==> src/rtl/swd_target_responder_if.sv <==
// SWD pad-side signals between the host sequencer (master) and the target responder (slave).
interface swd_target_responder_if;
  logic SWCLK_I;
  logic SWDIO_I;
  logic SWDIO_O;
  logic SWDIO_T;

  modport master (output SWCLK_I, output SWDIO_I, input SWDIO_O, input SWDIO_T);
  modport slave  (input SWCLK_I, input SWDIO_I, output SWDIO_O, output SWDIO_T);
endinterface

==> src/rtl/swd_target_responder.sv <==
// SWD target (DP responder): oversamples SWCLK/SWDIO on clk, decodes requests, returns ACK and
// serves a small DP/AP register file. Loopback target for the host sequencer.
module swd_target_responder #(
  parameter logic [31:0] IDCODE      = 32'h2BA01477,
  parameter int unsigned TURN_CYCLES = 1,
  parameter int unsigned RESET_ONES  = 50
) (
  input  logic                         clk,
  input  logic                         resetn,
  swd_target_responder_if.slave        swd,
  input  logic [2:0]                   ack_sel,
  output logic                         evt_valid,
  output logic                         evt_apndp,
  output logic                         evt_rnw,
  output logic [1:0]                   evt_addr,
  output logic [31:0]                  evt_wdata,
  output logic [1:0]                   evt_err,
  output logic                         locked_out
);

  localparam logic [5:0] TurnLast  = 6'(TURN_CYCLES - 1);
  localparam logic [5:0] ResetOnes = 6'(RESET_ONES);

  typedef enum logic [3:0] {
    StLockout, StLrst, StIdle, StReq, StTrn1, StAck, StRdata, StTrn2, StTrn2w, StWdata
  } state_e;

  state_e      state_q;
  logic [2:0]  sclk_sync_q;
  logic [1:0]  sdio_sync_q;
  logic [5:0]  cnt_q;
  logic [5:0]  ones_q;
  logic [5:0]  ones_d;
  logic [5:0]  req_q;
  logic [2:0]  ack_q;
  logic [31:0] rsr_q;
  logic        rpar_q;
  logic [31:0] wsr_q;
  logic        dio_o_q;
  logic        dio_t_q;
  logic [31:0] dp_q [4];
  logic [31:0] ap_q [4];

  logic        sck_rise;
  logic        sbit;
  logic        line_rst;
  logic        req_ok;
  logic [1:0]  addr;
  logic [31:0] rd_val;

  // SWCLK and SWDIO share the same 2-FF delay so the sampled bit lines up with the detected edge.
  always_ff @(posedge clk or negedge resetn) begin
    if (!resetn) begin
      sclk_sync_q <= '0;
      sdio_sync_q <= '0;
    end else begin
      sclk_sync_q <= {sclk_sync_q[1:0], swd.SWCLK_I};
      sdio_sync_q <= {sdio_sync_q[0], swd.SWDIO_I};
    end
  end

  assign sck_rise = sclk_sync_q[1] & ~sclk_sync_q[2];
  assign sbit     = sdio_sync_q[1];
  assign addr     = req_q[3:2];

  always_comb begin
    ones_d = '0;
    if (sbit) ones_d = (ones_q == 6'h3f) ? ones_q : ones_q + 6'd1;
  end

  assign line_rst = (ones_d >= ResetOnes);
  // Evaluated on the park edge: req_q holds APnDP..stop, sbit is park.
  assign req_ok   = (req_q[4] == ^req_q[3:0]) && !req_q[5] && sbit;

  always_comb begin
    rd_val = ap_q[addr];
    if (!req_q[0]) rd_val = (addr == 2'd0) ? IDCODE : dp_q[addr];
  end

  always_ff @(posedge clk or negedge resetn) begin
    if (!resetn) begin
      state_q    <= StLockout;
      cnt_q      <= '0;
      ones_q     <= '0;
      req_q      <= '0;
      ack_q      <= '0;
      rsr_q      <= '0;
      rpar_q     <= 1'b0;
      wsr_q      <= '0;
      dio_o_q    <= 1'b0;
      dio_t_q    <= 1'b1;
      locked_out <= 1'b1;
      evt_valid  <= 1'b0;
      evt_apndp  <= 1'b0;
      evt_rnw    <= 1'b0;
      evt_addr   <= '0;
      evt_wdata  <= '0;
      evt_err    <= '0;
      for (int i = 0; i < 4; i++) begin
        dp_q[i] <= '0;
        ap_q[i] <= '0;
      end
    end else begin
      evt_valid <= 1'b0;
      if (sck_rise) begin
        ones_q <= ones_d;
        if (line_rst) begin
          state_q <= StLrst;
          cnt_q   <= '0;
          dio_t_q <= 1'b1;
          dio_o_q <= 1'b0;
        end else begin
          unique case (state_q)
            StLockout: ;
            StLrst: begin
              if (!sbit) begin
                state_q    <= StIdle;
                locked_out <= 1'b0;
              end
            end
            StIdle: begin
              if (sbit) begin
                state_q <= StReq;
                cnt_q   <= '0;
              end
            end
            StReq: begin
              if (cnt_q == 6'd6) begin
                cnt_q <= '0;
                if (req_ok) begin
                  state_q <= StTrn1;
                  ack_q   <= ack_sel;
                end else begin
                  state_q    <= StLockout;
                  locked_out <= 1'b1;
                  evt_valid  <= 1'b1;
                  evt_apndp  <= req_q[0];
                  evt_rnw    <= req_q[1];
                  evt_addr   <= req_q[3:2];
                  evt_wdata  <= '0;
                  evt_err    <= 2'd1;
                end
              end else begin
                req_q <= {sbit, req_q[5:1]};
                cnt_q <= cnt_q + 6'd1;
              end
            end
            StTrn1: begin
              if (cnt_q == TurnLast) begin
                state_q <= StAck;
                cnt_q   <= '0;
                dio_t_q <= 1'b0;
                dio_o_q <= ack_q[0];
              end else begin
                cnt_q <= cnt_q + 6'd1;
              end
            end
            StAck: begin
              if (cnt_q != 6'd2) begin
                dio_o_q <= (cnt_q == 6'd0) ? ack_q[1] : ack_q[2];
                cnt_q   <= cnt_q + 6'd1;
              end else begin
                cnt_q <= '0;
                if (ack_q == 3'b001 && req_q[1]) begin
                  state_q <= StRdata;
                  rsr_q   <= {1'b0, rd_val[31:1]};
                  rpar_q  <= ^rd_val;
                  dio_o_q <= rd_val[0];
                end else begin
                  state_q <= (ack_q == 3'b001) ? StTrn2w : StTrn2;
                  dio_t_q <= 1'b1;
                  dio_o_q <= 1'b0;
                end
              end
            end
            StRdata: begin
              if (cnt_q == 6'd32) begin
                state_q <= StTrn2;
                cnt_q   <= '0;
                dio_t_q <= 1'b1;
                dio_o_q <= 1'b0;
              end else begin
                dio_o_q <= (cnt_q == 6'd31) ? rpar_q : rsr_q[0];
                rsr_q   <= {1'b0, rsr_q[31:1]};
                cnt_q   <= cnt_q + 6'd1;
              end
            end
            StTrn2: begin
              if (cnt_q == TurnLast) begin
                state_q   <= StIdle;
                cnt_q     <= '0;
                evt_valid <= 1'b1;
                evt_apndp <= req_q[0];
                evt_rnw   <= req_q[1];
                evt_addr  <= req_q[3:2];
                evt_wdata <= '0;
                evt_err   <= 2'd0;
              end else begin
                cnt_q <= cnt_q + 6'd1;
              end
            end
            StTrn2w: begin
              if (cnt_q == TurnLast) begin
                state_q <= StWdata;
                cnt_q   <= '0;
              end else begin
                cnt_q <= cnt_q + 6'd1;
              end
            end
            StWdata: begin
              if (cnt_q == 6'd32) begin
                state_q   <= StIdle;
                cnt_q     <= '0;
                evt_valid <= 1'b1;
                evt_apndp <= req_q[0];
                evt_rnw   <= req_q[1];
                evt_addr  <= req_q[3:2];
                evt_wdata <= wsr_q;
                evt_err   <= (sbit == ^wsr_q) ? 2'd0 : 2'd2;
                // DP A=0 is ABORT: event only, nothing stored.
                if (sbit == ^wsr_q) begin
                  if (req_q[0])              ap_q[addr] <= wsr_q;
                  else if (addr != 2'd0)     dp_q[addr] <= wsr_q;
                end
              end else begin
                wsr_q <= {sbit, wsr_q[31:1]};
                cnt_q <= cnt_q + 6'd1;
              end
            end
            default: state_q <= StLockout;
          endcase
        end
      end
    end
  end

  assign swd.SWDIO_O = dio_o_q;
  assign swd.SWDIO_T = dio_t_q;

endmodule

==> src/flat_wrapper.sv <==
// flat-port wrapper written by rule: the top's interface ports become plain ports
module swd_target_responder_flat 
#(
  parameter logic [31:0] IDCODE      = 32'h2BA01477,
  parameter int unsigned TURN_CYCLES = 1,
  parameter int unsigned RESET_ONES  = 50
)
  (clk, resetn, ack_sel, evt_valid, evt_apndp, evt_rnw, evt_addr, evt_wdata, evt_err, locked_out, swd_SWCLK_I, swd_SWDIO_I, swd_SWDIO_O, swd_SWDIO_T);
  swd_target_responder_if swd_i ();
  input  logic clk;
  input  logic resetn;
  input  logic [2:0] ack_sel;
  output logic evt_valid;
  output logic evt_apndp;
  output logic evt_rnw;
  output logic [1:0] evt_addr;
  output logic [31:0] evt_wdata;
  output logic [1:0] evt_err;
  output logic locked_out;
  input wire logic [$bits(swd_i.SWCLK_I)-1:0] swd_SWCLK_I;
  input wire logic [$bits(swd_i.SWDIO_I)-1:0] swd_SWDIO_I;
  output wire logic [$bits(swd_i.SWDIO_O)-1:0] swd_SWDIO_O;
  output wire logic [$bits(swd_i.SWDIO_T)-1:0] swd_SWDIO_T;
  assign swd_i.SWCLK_I = swd_SWCLK_I;
  assign swd_i.SWDIO_I = swd_SWDIO_I;
  assign swd_SWDIO_O = swd_i.SWDIO_O;
  assign swd_SWDIO_T = swd_i.SWDIO_T;
  swd_target_responder #(.IDCODE(IDCODE), .TURN_CYCLES(TURN_CYCLES), .RESET_ONES(RESET_ONES)) u_core (.clk(clk), .resetn(resetn), .swd(swd_i), .ack_sel(ack_sel), .evt_valid(evt_valid), .evt_apndp(evt_apndp), .evt_rnw(evt_rnw), .evt_addr(evt_addr), .evt_wdata(evt_wdata), .evt_err(evt_err), .locked_out(locked_out));
endmodule
==> config.mk <==
export PLATFORM = sky130hd
export DESIGN_NAME = swd_target_responder_flat
export DESIGN_NICKNAME = d
export VERILOG_FILES = /design/src/rtl/swd_target_responder_if.sv /design/src/rtl/swd_target_responder.sv /design/src/flat_wrapper.sv
export SDC_FILE = /design/constraint.sdc
export NUM_CORES = 1
export LEC_CHECK = 0
export ABC_AREA = 1
export CAP_MARGIN = 20
export CORE_MARGIN = 1
export CORE_UTILIZATION = 63
export DETAILED_ROUTE_END_ITERATION = 10
export GPL_TIMING_DRIVEN = 0
export PLACE_DENSITY = 0.81
export SETUP_SLACK_MARGIN = 0.02
export SLEW_MARGIN = 20
export SYNTH_ARGS = -nofsm -noshare
export SYNTH_HDL_FRONTEND = slang
export SYNTH_SLANG_ARGS = --single-unit
==> constraint.sdc <==
create_clock -name clk -period 3.9 [get_ports clk]
set_clock_uncertainty 0.1 [all_clocks]
set_input_delay 1.17 -clock clk [delete_from_list [all_inputs] [get_ports clk]]
set_output_delay 1.17 -clock clk [all_outputs]
set_load 0.03 [all_outputs]
==> impl_metrics.env <==
export IMPL_core_area_um2=31800
export IMPL_place_ws_ns=-0.541
export IMPL_slew_headroom_pct=30.6
export IMPL_clk_pin_slew_worst_paths_ns=0.06
export IMPL_diodes=0
export IMPL_utilization_pct=72.8
export IMPL_worstPathMaxFanout=20
export IMPL_fin_crit_sh_pct=96.8
export IMPL_setup_ws_ns=0.124
export IMPL_io_pins=49
export IMPL_max_freq_mhz=265
export IMPL_finalMaxSlewViolations=0
export IMPL_syn_nets=2767
export IMPL_p_leak_nw=11.8
export IMPL_cts_sinks=392
export IMPL_netlist_area_um2=20500
export IMPL_cts_setup_buffers=0
export IMPL_wire_per_inst_um=20.7
export IMPL_period_needed_ns=3.78
export IMPL_register_area_um2=9810
export IMPL_start_kind="flip-flop"
export IMPL_synth_edff_count=0
export IMPL_setup_tns_ns=0
export IMPL_start_util_pct=64.6
export IMPL_worstSetupPathType="flip-flop to flip-flop"
export IMPL_synth_cell_types=44
export IMPL_crit_path_end_kind="flip-flop"
export IMPL_holdWs_ns=0.247
export IMPL_die_w_um=183
export IMPL_synth_largest_area_cell="dfrtp_1"
export IMPL_yosysTopAreaCellShare_pct=47.5
export IMPL_numCtsBuffers=43
export IMPL_hold_class="flip-flop to flip-flop"
export IMPL_synth_most_common_cell="nand2_1"
export IMPL_viasPerCell=6.16
export IMPL_drive_above_1_share_pct=6.97
export IMPL_ant_nets=0
export IMPL_crit_arrival_ns=4.13
export IMPL_finalHoldViolCount=0
export IMPL_async_reset_ff_share_pct=100
export IMPL_maxCapViolCount=0
export IMPL_numPortBuffers=48
export IMPL_drt_iter0_drc=2997
export IMPL_power_density_nw_per_um2=363
export IMPL_route_vias_total=20400
export IMPL_cts_path_max_buffers=3
export IMPL_area_growth_syn_to_layout_pct=12.7
export IMPL_clk_latency_ns=0.58
export IMPL_ys_flop_type="dfrtp_1"
export IMPL_cts_root_buffer="clkbuf_16"
export IMPL_firstDrtPassIters=6
export IMPL_rsz0062_at_grt="no"
export IMPL_ff2ff_path_depth=17
export IMPL_drc=0
export IMPL_grt_pass1_vias=19100
export IMPL_num_rows=65
export IMPL_antenna_found_initial=0
export IMPL_fill_cells=2517
export IMPL_power_total_mw=8.40
export IMPL_die_area_um2=33300
export IMPL_tritoncts="yes"
export IMPL_tightest_slew_ns=1.04
export IMPL_dp_hpwl_um=47900
export IMPL_ys_top_cells_by_area="dfrtp_1, nand2_1, nand4_1"
export IMPL_drt_wl_total_um=68700
export IMPL_yosys_register_bits=392
export IMPL_grt_pass1_wl_um=106000
export IMPL_synth_commonest_cells="nand2_1, dfrtp_1, nand4_1"
export IMPL_die_h_um=183
export IMPL_grt_max_degree=102
export IMPL_overflow=0
export IMPL_synthCells=2752
export IMPL_multiInputGateArea_um2=8850
export IMPL_avgSynthCellArea_um2=7.47
export IMPL_final_nets=2862
export IMPL_outcome="complete, no violations"
export IMPL_setup_viol=0
export IMPL_finalWeightedCongestion=0.999
export IMPL_ys_seq_area_share_pct=47.7
export IMPL_grt_total_usage_pct=41.9
export IMPL_holdPathStages=0
export IMPL_critPathRequiredTime_ns=4.25
export IMPL_yosys_warnings=0
export IMPL_ctsHoldBuffers=0
export IMPL_htreeDepth=2
export IMPL_irDropWorstVdd_mv=0.468
where the power goes:
group | leakage, nW | internal, mW | switching, mW | total (mW)
clock network | 0.710 | 2.43 | 1.74 | 4.17
logic | 5.66 | 0.0338 | 0.112 | 0.146
registers | 5.45 | 4.08 | 0.0105 | 4.09
sequential cells by signal, summed over array words and instances, names as in the netlist, 4 cells and up:
register          flops
u_core.req_q          6
u_core.cnt_q          6
u_core.ap_q         128
u_core.dp_q         128
u_core.wsr_q         32
u_core.state_q        4
u_core.ones_q         6
u_core.rsr_q         31
u_core.evt_wdata     32
per-layer routing:
layer  wire, um  global-route usage, %  vias up
met4       4140                   24.7        2
met3       8170                   8.76      285
met2      30000                   62.6     1402
met5         27                      0        -
li1           -                      -     9007
met1      26300                   56.7     9746
critical path, cell delays in order (launching register included):
cell      delay, ns
dfrtp_1        0.43
buf_2          0.18
inv_2          0.45
clkbuf_1       0.75
nand3_1        0.15
nand2_1        0.12
nand2_1        0.08
nand2_1        0.30
xor2_1         0.24
nand2_1        0.09
nand2_1        0.06
nand2_1        0.08
nand2_1        0.09
nand2_1        0.05
nand2_1        0.11
nand2_1        0.16
nand3_1        0.13
nand2_1        0.06
area by class of cell:
class                      count  share of cell area (%)
clock inverter                15                   0.654
tap                          435                    2.35
timing repair buffer          52                    2.57
clock buffer                  65                    5.57
multi-input combinational   1916                    38.2
buffer                       241                    5.00
inverter                     201                    3.27
sequential                   392                    42.4
stage by stage:
stage / cells / instance area, um^2
after floorplan: 2752 / 20500
final: 3317 / 23200
after CTS: 3317 / 23100
after global placement: 3235 / 21600
after global routing: 3317 / 23200
after detailed placement: 3239 / 21700
final timing paths:
check,start,to,slack [ns]
max,u_core.req_q[3],u_core.rpar_q,0.12
max reg2reg,u_core.req_q[3],u_core.rpar_q,0.12
min reg2reg,u_core.sclk_sync_q[0],u_core.sclk_sync_q[1],0.25
min,u_core.sclk_sync_q[0],u_core.sclk_sync_q[1],0.25
max in group asynchronous,resetn,u_core.dp_q[121],2.09
min in group asynchronous,resetn,u_core.ones_q[2],0.42
placed cells by master (no fill, tap or decap), drive strengths merged, types with 2 or more instances in the layout:
| master | Yosys | final |
|---|---|---|
| clkbuf | 144 | 208 |
| buf | 99 | 103 |
| a21oi | 32 | 32 |
| nor3 | 7 | 7 |
| inv | 201 | 203 |
| nand3 | 143 | 143 |
| clkinv | 0 | 9 |
| clkdlybuf4s50 | 0 | 47 |
| clkinvlp | 0 | 2 |
| nand4 | 238 | 238 |
| nand2 | 1192 | 1192 |
| ha | 8 | 8 |
| o31ai | 18 | 18 |
| dfstp | 2 | 2 |
| a31oi | 4 | 4 |
| xor2 | 10 | 10 |
| nor2 | 67 | 67 |
| a41oi | 2 | 2 |
| bufinv | 0 | 2 |
| o21ai | 144 | 144 |
| dfrtp | 390 | 390 |
| xnor2 | 34 | 34 |
| nor3b | 2 | 2 |
| mux2 | 2 | 2 |
| o211ai | 4 | 4 |
logic make-up (layout without fill, tap and decap cells):
group,count (synthesis),after routing,share of synthesized area (%)
mux,2,2,0.110
flops,392,392,47.7
buf+inv,444,574,9.27
xor+xnor,44,44,2.08
simple gates,1652,1652,34.8
fa+ha+maj,8,8,0.487
compound gates,210,210,5.56
repair_timing:
item | 4_1_cts | 5_1_grt
resized for setup | 4 | 12
hold endpoints to repair | 0 | 0
setup endpoints to repair | 26 | 14
Power figures use the tool's default switching activity.
